[src/rtl/regs_wb_arbiter_if.sv]
// Writeback-side bundle for regs_wb_arbiter: two write requesters, issue tracking,
// ID source addresses and the regfile write port.
interface regs_wb_arbiter_if;
    logic        ex_valid_i;
    logic [4:0]  ex_waddr_i;
    logic [31:0] ex_wdata_i;
    logic        ex_ready_o;

    logic        lsu_valid_i;
    logic [4:0]  lsu_waddr_i;
    logic [31:0] lsu_wdata_i;
    logic        lsu_ready_o;

    logic        issue_i;
    logic [4:0]  issue_waddr_i;

    logic [4:0]  id_raddr1_i;
    logic [4:0]  id_raddr2_i;
    logic        stall_o;

    logic        reg_wen_o;
    logic [4:0]  reg_waddr_o;
    logic [31:0] reg_wdata_o;

    modport master (
        output ex_valid_i, ex_waddr_i, ex_wdata_i,
        output lsu_valid_i, lsu_waddr_i, lsu_wdata_i,
        output issue_i, issue_waddr_i,
        output id_raddr1_i, id_raddr2_i,
        input  ex_ready_o, lsu_ready_o, stall_o,
        input  reg_wen_o, reg_waddr_o, reg_wdata_o
    );

    modport slave (
        input  ex_valid_i, ex_waddr_i, ex_wdata_i,
        input  lsu_valid_i, lsu_waddr_i, lsu_wdata_i,
        input  issue_i, issue_waddr_i,
        input  id_raddr1_i, id_raddr2_i,
        output ex_ready_o, lsu_ready_o, stall_o,
        output reg_wen_o, reg_waddr_o, reg_wdata_o
    );
endinterface

[src/rtl/regs_wb_arbiter.sv]
// Regfile write-port arbiter (EX vs LSU, 1-cycle registered write) with a
// pending-write scoreboard for long-latency ops; LSU is promoted after STARVE_MAX losses.
module regs_wb_arbiter #(
    parameter int STARVE_MAX = 3,
    parameter int CNT_W      = 4
) (
    input  logic             clk,
    input  logic             rst,
    regs_wb_arbiter_if.slave bus
);
    localparam logic [CNT_W-1:0] CNT_MAX = '1;

    logic [CNT_W-1:0] r_wait_cnt;
    logic [31:0]      r_busy;
    logic             r_wen;
    logic [4:0]       r_waddr;
    logic [31:0]      r_wdata;

    logic        w_lsu_pri;
    logic        w_ex_grant;
    logic        w_lsu_grant;
    logic        w_accept;
    logic [4:0]  w_waddr;
    logic [31:0] w_wdata;
    logic [31:0] w_busy_nxt;

    assign w_lsu_pri   = int'(r_wait_cnt) >= STARVE_MAX;
    assign w_lsu_grant = bus.lsu_valid_i && (!bus.ex_valid_i || w_lsu_pri);
    assign w_ex_grant  = bus.ex_valid_i && !w_lsu_grant;
    assign w_accept    = w_ex_grant || w_lsu_grant;
    assign w_waddr     = w_lsu_grant ? bus.lsu_waddr_i : bus.ex_waddr_i;
    assign w_wdata     = w_lsu_grant ? bus.lsu_wdata_i : bus.ex_wdata_i;

    assign bus.ex_ready_o  = w_ex_grant;
    assign bus.lsu_ready_o = w_lsu_grant;

    // Set is applied after clear so a same-cycle reissue keeps the register pending.
    always_comb begin
        w_busy_nxt = r_busy;
        if (w_lsu_grant)
            w_busy_nxt[bus.lsu_waddr_i] = 1'b0;
        if (bus.issue_i)
            w_busy_nxt[bus.issue_waddr_i] = 1'b1;
        w_busy_nxt[0] = 1'b0;
    end

    always_ff @(posedge clk) begin
        if (!rst) begin
            r_wait_cnt <= '0;
            r_busy     <= '0;
            r_wen      <= 1'b0;
            r_waddr    <= '0;
            r_wdata    <= '0;
        end else begin
            r_busy <= w_busy_nxt;
            r_wen  <= w_accept && (w_waddr != 5'd0);
            if (w_accept) begin
                r_waddr <= w_waddr;
                r_wdata <= w_wdata;
            end
            if (!bus.lsu_valid_i || w_lsu_grant)
                r_wait_cnt <= '0;
            else if (r_wait_cnt != CNT_MAX)
                r_wait_cnt <= r_wait_cnt + 1'b1;
        end
    end

    assign bus.stall_o     = r_busy[bus.id_raddr1_i] | r_busy[bus.id_raddr2_i];
    assign bus.reg_wen_o   = r_wen;
    assign bus.reg_waddr_o = r_waddr;
    assign bus.reg_wdata_o = r_wdata;
endmodule

[src/flat_wrapper.sv]
// flat-port wrapper written by rule: the top's interface ports become plain ports
module regs_wb_arbiter_flat 
#(
    parameter int STARVE_MAX = 3,
    parameter int CNT_W      = 4
)
  (clk, rst, bus_ex_valid_i, bus_ex_waddr_i, bus_ex_wdata_i, bus_lsu_valid_i, bus_lsu_waddr_i, bus_lsu_wdata_i, bus_issue_i, bus_issue_waddr_i, bus_id_raddr1_i, bus_id_raddr2_i, bus_ex_ready_o, bus_lsu_ready_o, bus_stall_o, bus_reg_wen_o, bus_reg_waddr_o, bus_reg_wdata_o);
  regs_wb_arbiter_if bus_i ();
  input  logic clk;
  input  logic rst;
  input wire logic [$bits(bus_i.ex_valid_i)-1:0] bus_ex_valid_i;
  input wire logic [$bits(bus_i.ex_waddr_i)-1:0] bus_ex_waddr_i;
  input wire logic [$bits(bus_i.ex_wdata_i)-1:0] bus_ex_wdata_i;
  input wire logic [$bits(bus_i.lsu_valid_i)-1:0] bus_lsu_valid_i;
  input wire logic [$bits(bus_i.lsu_waddr_i)-1:0] bus_lsu_waddr_i;
  input wire logic [$bits(bus_i.lsu_wdata_i)-1:0] bus_lsu_wdata_i;
  input wire logic [$bits(bus_i.issue_i)-1:0] bus_issue_i;
  input wire logic [$bits(bus_i.issue_waddr_i)-1:0] bus_issue_waddr_i;
  input wire logic [$bits(bus_i.id_raddr1_i)-1:0] bus_id_raddr1_i;
  input wire logic [$bits(bus_i.id_raddr2_i)-1:0] bus_id_raddr2_i;
  output wire logic [$bits(bus_i.ex_ready_o)-1:0] bus_ex_ready_o;
  output wire logic [$bits(bus_i.lsu_ready_o)-1:0] bus_lsu_ready_o;
  output wire logic [$bits(bus_i.stall_o)-1:0] bus_stall_o;
  output wire logic [$bits(bus_i.reg_wen_o)-1:0] bus_reg_wen_o;
  output wire logic [$bits(bus_i.reg_waddr_o)-1:0] bus_reg_waddr_o;
  output wire logic [$bits(bus_i.reg_wdata_o)-1:0] bus_reg_wdata_o;
  assign bus_i.ex_valid_i = bus_ex_valid_i;
  assign bus_i.ex_waddr_i = bus_ex_waddr_i;
  assign bus_i.ex_wdata_i = bus_ex_wdata_i;
  assign bus_i.lsu_valid_i = bus_lsu_valid_i;
  assign bus_i.lsu_waddr_i = bus_lsu_waddr_i;
  assign bus_i.lsu_wdata_i = bus_lsu_wdata_i;
  assign bus_i.issue_i = bus_issue_i;
  assign bus_i.issue_waddr_i = bus_issue_waddr_i;
  assign bus_i.id_raddr1_i = bus_id_raddr1_i;
  assign bus_i.id_raddr2_i = bus_id_raddr2_i;
  assign bus_ex_ready_o = bus_i.ex_ready_o;
  assign bus_lsu_ready_o = bus_i.lsu_ready_o;
  assign bus_stall_o = bus_i.stall_o;
  assign bus_reg_wen_o = bus_i.reg_wen_o;
  assign bus_reg_waddr_o = bus_i.reg_waddr_o;
  assign bus_reg_wdata_o = bus_i.reg_wdata_o;
  regs_wb_arbiter #(.STARVE_MAX(STARVE_MAX), .CNT_W(CNT_W)) u_core (.clk(clk), .rst(rst), .bus(bus_i));
endmodule
[config.mk]
export PLATFORM = sky130hd
export DESIGN_NAME = regs_wb_arbiter_flat
export DESIGN_NICKNAME = d
export VERILOG_FILES = /design/src/rtl/regs_wb_arbiter_if.sv /design/src/rtl/regs_wb_arbiter.sv /design/src/flat_wrapper.sv
export SDC_FILE = /design/constraint.sdc
export NUM_CORES = 1
export LEC_CHECK = 0
export CORE_UTILIZATION = 45
export CTS_CLUSTER_SIZE = 12
export DETAILED_ROUTE_END_ITERATION = 8
export GPL_ROUTABILITY_DRIVEN = 0
export HOLD_SLACK_MARGIN = 0.12
export PLACE_DENSITY = 0.81
export SKIP_LAST_GASP = 1
export SLEW_MARGIN = 0
export SYNTH_ARGS = -nofsm -noshare
export SYNTH_HDL_FRONTEND = slang
export SYNTH_SLANG_ARGS = --single-unit
[constraint.sdc]
create_clock -name clk -period 2.4 [get_ports clk]
set_input_delay 0.36 -clock clk [delete_from_list [all_inputs] [get_ports clk]]
set_output_delay 0.36 -clock clk [all_outputs]
set_load 0.1 [all_outputs]
==> results.md <==
- The flow ran to the end, and the final reports show no timing, DRC or antenna violations.
- On the final layout, the worst clock skew is 10.5 ps.
- The first routing iteration left 195 violations.
- The number of nets in the final layout is 631.
- Along the worst path, the maximum fanout reaches 7.
- The detailed-route vias per instance is 5.52.
- The final critical path time including I/O delays and setup is 2400 ps.
- No sink is reached through more buffers than the 2 on the longest clock path.
- The total count of max-transition violations in the final report is 0.
- The number of endpoints with negative hold slack in the final report was 0.
- After synthesis the netlist holds a flip-flop and latch count of 73.
- Relative to the synthesized area, the layout overhead comes to 44.3%.
- During placement, the flow inserted port buffers numbering 134.
- The clock latency on the worst-skew pair is 360 ps.
- The standard cell core area is 7770 µm².
- The die covers 8430 µm².
- The count of antenna diodes in the layout is 0.
- The sequential-to-total area share from yosys stat is 0.402.
- The routed wire length is 10800 µm.
- The clock sink count is 73.
- The count of flip-flops with a built-in enable after synthesis is 0.
- The type of the worst setup path is in2out.
- Sorting the synthesized cells by how often they occur yields sky130_fd_sc_hd__dfxtp_1, sky130_fd_sc_hd__mux2i_1, sky130_fd_sc_hd__nand2_1, sky130_fd_sc_hd__nor2_1, sky130_fd_sc_hd__a21oi_1.
- For this design the ratio of total power to cell area is 605 nW/µm².
- The total of warnings raised by yosys is 0.
- Synthesis produced a netlist whose cell count is 399.
- The average instance in the mapped netlist occupies 9.10 µm².
- Dividing the detail-routed wire length by the instance count gives 16.9 µm.
- The cell area after technology mapping is 3630 µm².
- For the worst setup path, the data arrival time is 2040 ps.
- The ratio of final minimum period to clock period is 1.00.
- Based on the critical path, the design can be clocked at up to 0.417 GHz.
- Summing over every cut layer, the via total after detailed routing is 3549.
- Setup violations remaining at the end of the flow were counted as 0.
- The number of design rule violations left after detail routing is 0.
- The first detailed-routing pass took 5 iterations.
- For the pin with the worst max-slew slack, the measured transition is 647 ps.
- In the post-synthesis netlist, the biggest area contributors are sky130_fd_sc_hd__dfxtp_1, sky130_fd_sc_hd__mux2i_1, sky130_fd_sc_hd__a211oi_1.
- The initial cell density of the core is 0.467.
- Across the VDD grid, the largest voltage drop is 0.412 mV.
- The worst setup path is captured at an output port.
- The via count of the first global-routing pass came to 3697.
- The most common cell in the netlist is sky130_fd_sc_hd__dfxtp_1.
- The analysis attributes to cell leakage a power of 0.00210 µW.
- STA classifies the critical path startpoint as a primary input.
- For this run, the total global-route usage over all layers was measured as 0.270.
- The global-route wire length before repair is 17700 µm.
- Once layout is complete, the utilization of the core stands at 0.675.
- The share of synthesized registers carrying an async set or reset is 0.
- Detailed placement finished with a half-perimeter wire length of 8100 µm.
- The fraction of layout instances using a drive strength above 1 is 0.179.
- TritonCTS built the clock tree.
- The H-tree depth is 3.
- The initial antenna violation count came to 0.
- The CTS buffer count is 9.
- Of the post-synthesis cell area, the dominant cell type holds 0.402.
- The chip width is 91.8 µm.
- Summed over all instances, the cell type with the most area after synthesis is sky130_fd_sc_hd__dfxtp_1.
- The flip-flop cell with the highest count after synthesis is sky130_fd_sc_hd__dfxtp_1.
- During I/O placement, the number of pins put on the boundary was 135.
- The largest net degree at the start of global routing is 42.
- The path type of the worst min-delay path is reg2reg.
- The clock-pin slew of the registers on the worst-case setup and hold paths is 80 ps.
- The final total negative setup slack is 0 ps.
- The clock tree root driver cell is sky130_fd_sc_hd__clkbuf_8.
- The data required time at the worst endpoint is 2040 ps.
- The die is 91.8 µm tall.
- After global routing the overflow that remains totals 0.
- The number of max-cap violations is 0.
- After synthesis, the netlist uses 36 different library cells.
- The initialized floorplan defines 32 standard-cell rows.
- The worst slew slack as a fraction of its limit is 0.569.
- The count of nets left with antenna violations once routing finished came out at 0.
## cell families after synthesis
| group | after synthesis | synth area share |
|---|---|---|
| buffers and inverters | 34 | 0.0448 |
| adders and majority gates | 1 | 0.00345 |
| AOI/OAI and AO/OA | 116 | 0.192 |
| other | 1 | 0.00103 |
| DFF | 73 | 0.402 |
| and+or+nand+nor | 116 | 0.147 |
| muxes | 58 | 0.210 |
## cells in the final DEF (no fill, tap or decap), types with 2 or more instances in the layout
cell type                         instances
sky130_fd_sc_hd__buf_4                   56
sky130_fd_sc_hd__nand2_1                 42
sky130_fd_sc_hd__buf_6                    2
sky130_fd_sc_hd__nor2_1                  41
sky130_fd_sc_hd__nor2b_1                  2
sky130_fd_sc_hd__a21oi_1                 37
sky130_fd_sc_hd__mux4_1                   3
sky130_fd_sc_hd__dlygate4sd2_1            2
sky130_fd_sc_hd__clkbuf_8                11
sky130_fd_sc_hd__o21ai_0                 33
sky130_fd_sc_hd__nor3_1                   2
sky130_fd_sc_hd__nand3_1                  7
sky130_fd_sc_hd__mux2_2                   2
sky130_fd_sc_hd__nor3b_1                  6
sky130_fd_sc_hd__mux4_2                  10
sky130_fd_sc_hd__a211oi_1                37
sky130_fd_sc_hd__dlymetal6s2s_1           2
sky130_fd_sc_hd__and3_1                   2
sky130_fd_sc_hd__inv_1                    4
sky130_fd_sc_hd__mux2i_1                 42
sky130_fd_sc_hd__nand2b_1                 3
sky130_fd_sc_hd__clkdlybuf4s50_1         85
sky130_fd_sc_hd__conb_1                   2
sky130_fd_sc_hd__clkinvlp_4               3
sky130_fd_sc_hd__dfxtp_1                 73
sky130_fd_sc_hd__buf_12                   2
sky130_fd_sc_hd__and3b_1                  3
sky130_fd_sc_hd__o211ai_1                 5
## critical path: stages
cell and delay, ps:
sky130_fd_sc_hd__clkdlybuf4s15_2 280, sky130_fd_sc_hd__mux4_1 560, sky130_fd_sc_hd__mux2_2 270, sky130_fd_sc_hd__a31oi_1 160
sky130_fd_sc_hd__o211ai_1 160, sky130_fd_sc_hd__clkbuf_16 230
## final timing paths
check	from	to	slack, ps	cells past startpoint
worst max register to register	u_core.r_wait_cnt[0]	u_core.bus.reg_waddr_o[4]	460	7
worst min-delay path	u_core.r_wait_cnt[0]	u_core.r_wait_cnt[0]	450	1
worst max-delay path	bus_id_raddr2_i[0]	bus_stall_o	1	6
worst min register to register	u_core.r_wait_cnt[0]	u_core.r_wait_cnt[0]	450	1
## power by group
part           total [µW]  internal, µW  switching [µW]
Combinational         963           329             634
Clock                 899           430             468
Sequential           1310          1270            38.3
Total                3170          2030            1140
## final cells by class
type / instances / area (µm²)
fillers: 633 / 2530
multi-input cells: 293 / 2020
flip-flops and latches: 73 / 1460
repair buffers: 154 / 1430
clock buffers: 12 / 155
well taps: 102 / 128
clock inverters: 4 / 27.5
inverters: 5 / 18.8
## repair_timing
item                                    in CTS  in global routing
endpoints found under the setup margin       1                  1
hold buffers                                 0                  0
gates resized for setup                     12                  6
buffers inserted                             3                  0
pin swaps                                    3                  3
## sequential cells by signal, indices dropped and copies added (netlist names)
name                    cells
u_core.bus.reg_wdata_o     32
u_core.r_busy              31
u_core.bus.reg_waddr_o      5
u_core.r_wait_cnt           4
u_core.bus.reg_wen_o        1
## routing by layer
metal	GRT usage	vias up	wire [µm]	share of wire
met4	0.118	0	170	0.016
met1	0.298	1674	4290	0.40
met5	0	-	0	0
met2	0.467	131	5400	0.50
met3	0.0962	13	980	0.090
li1	-	1731	-	-
## stage by stage
step | area [µm²] | hold slack, ps | worst slack, ps | total power [µW] | std cells
after detailed placement | 5020 | 443 | -374 | 2290 | 624
after global placement | 5020 | 425 | -311 | 2280 | 624
after global routing | 5240 | 472 | -51.5 | 3290 | 643
after CTS | 5230 | 448 | 18.8 | 3180 | 643
after floorplan | 3650 | 412 | -490 | 1960 | 400
final | 5240 | 448 | 0.982 | 3170 | 643
(Power assumes the default switching activity.)
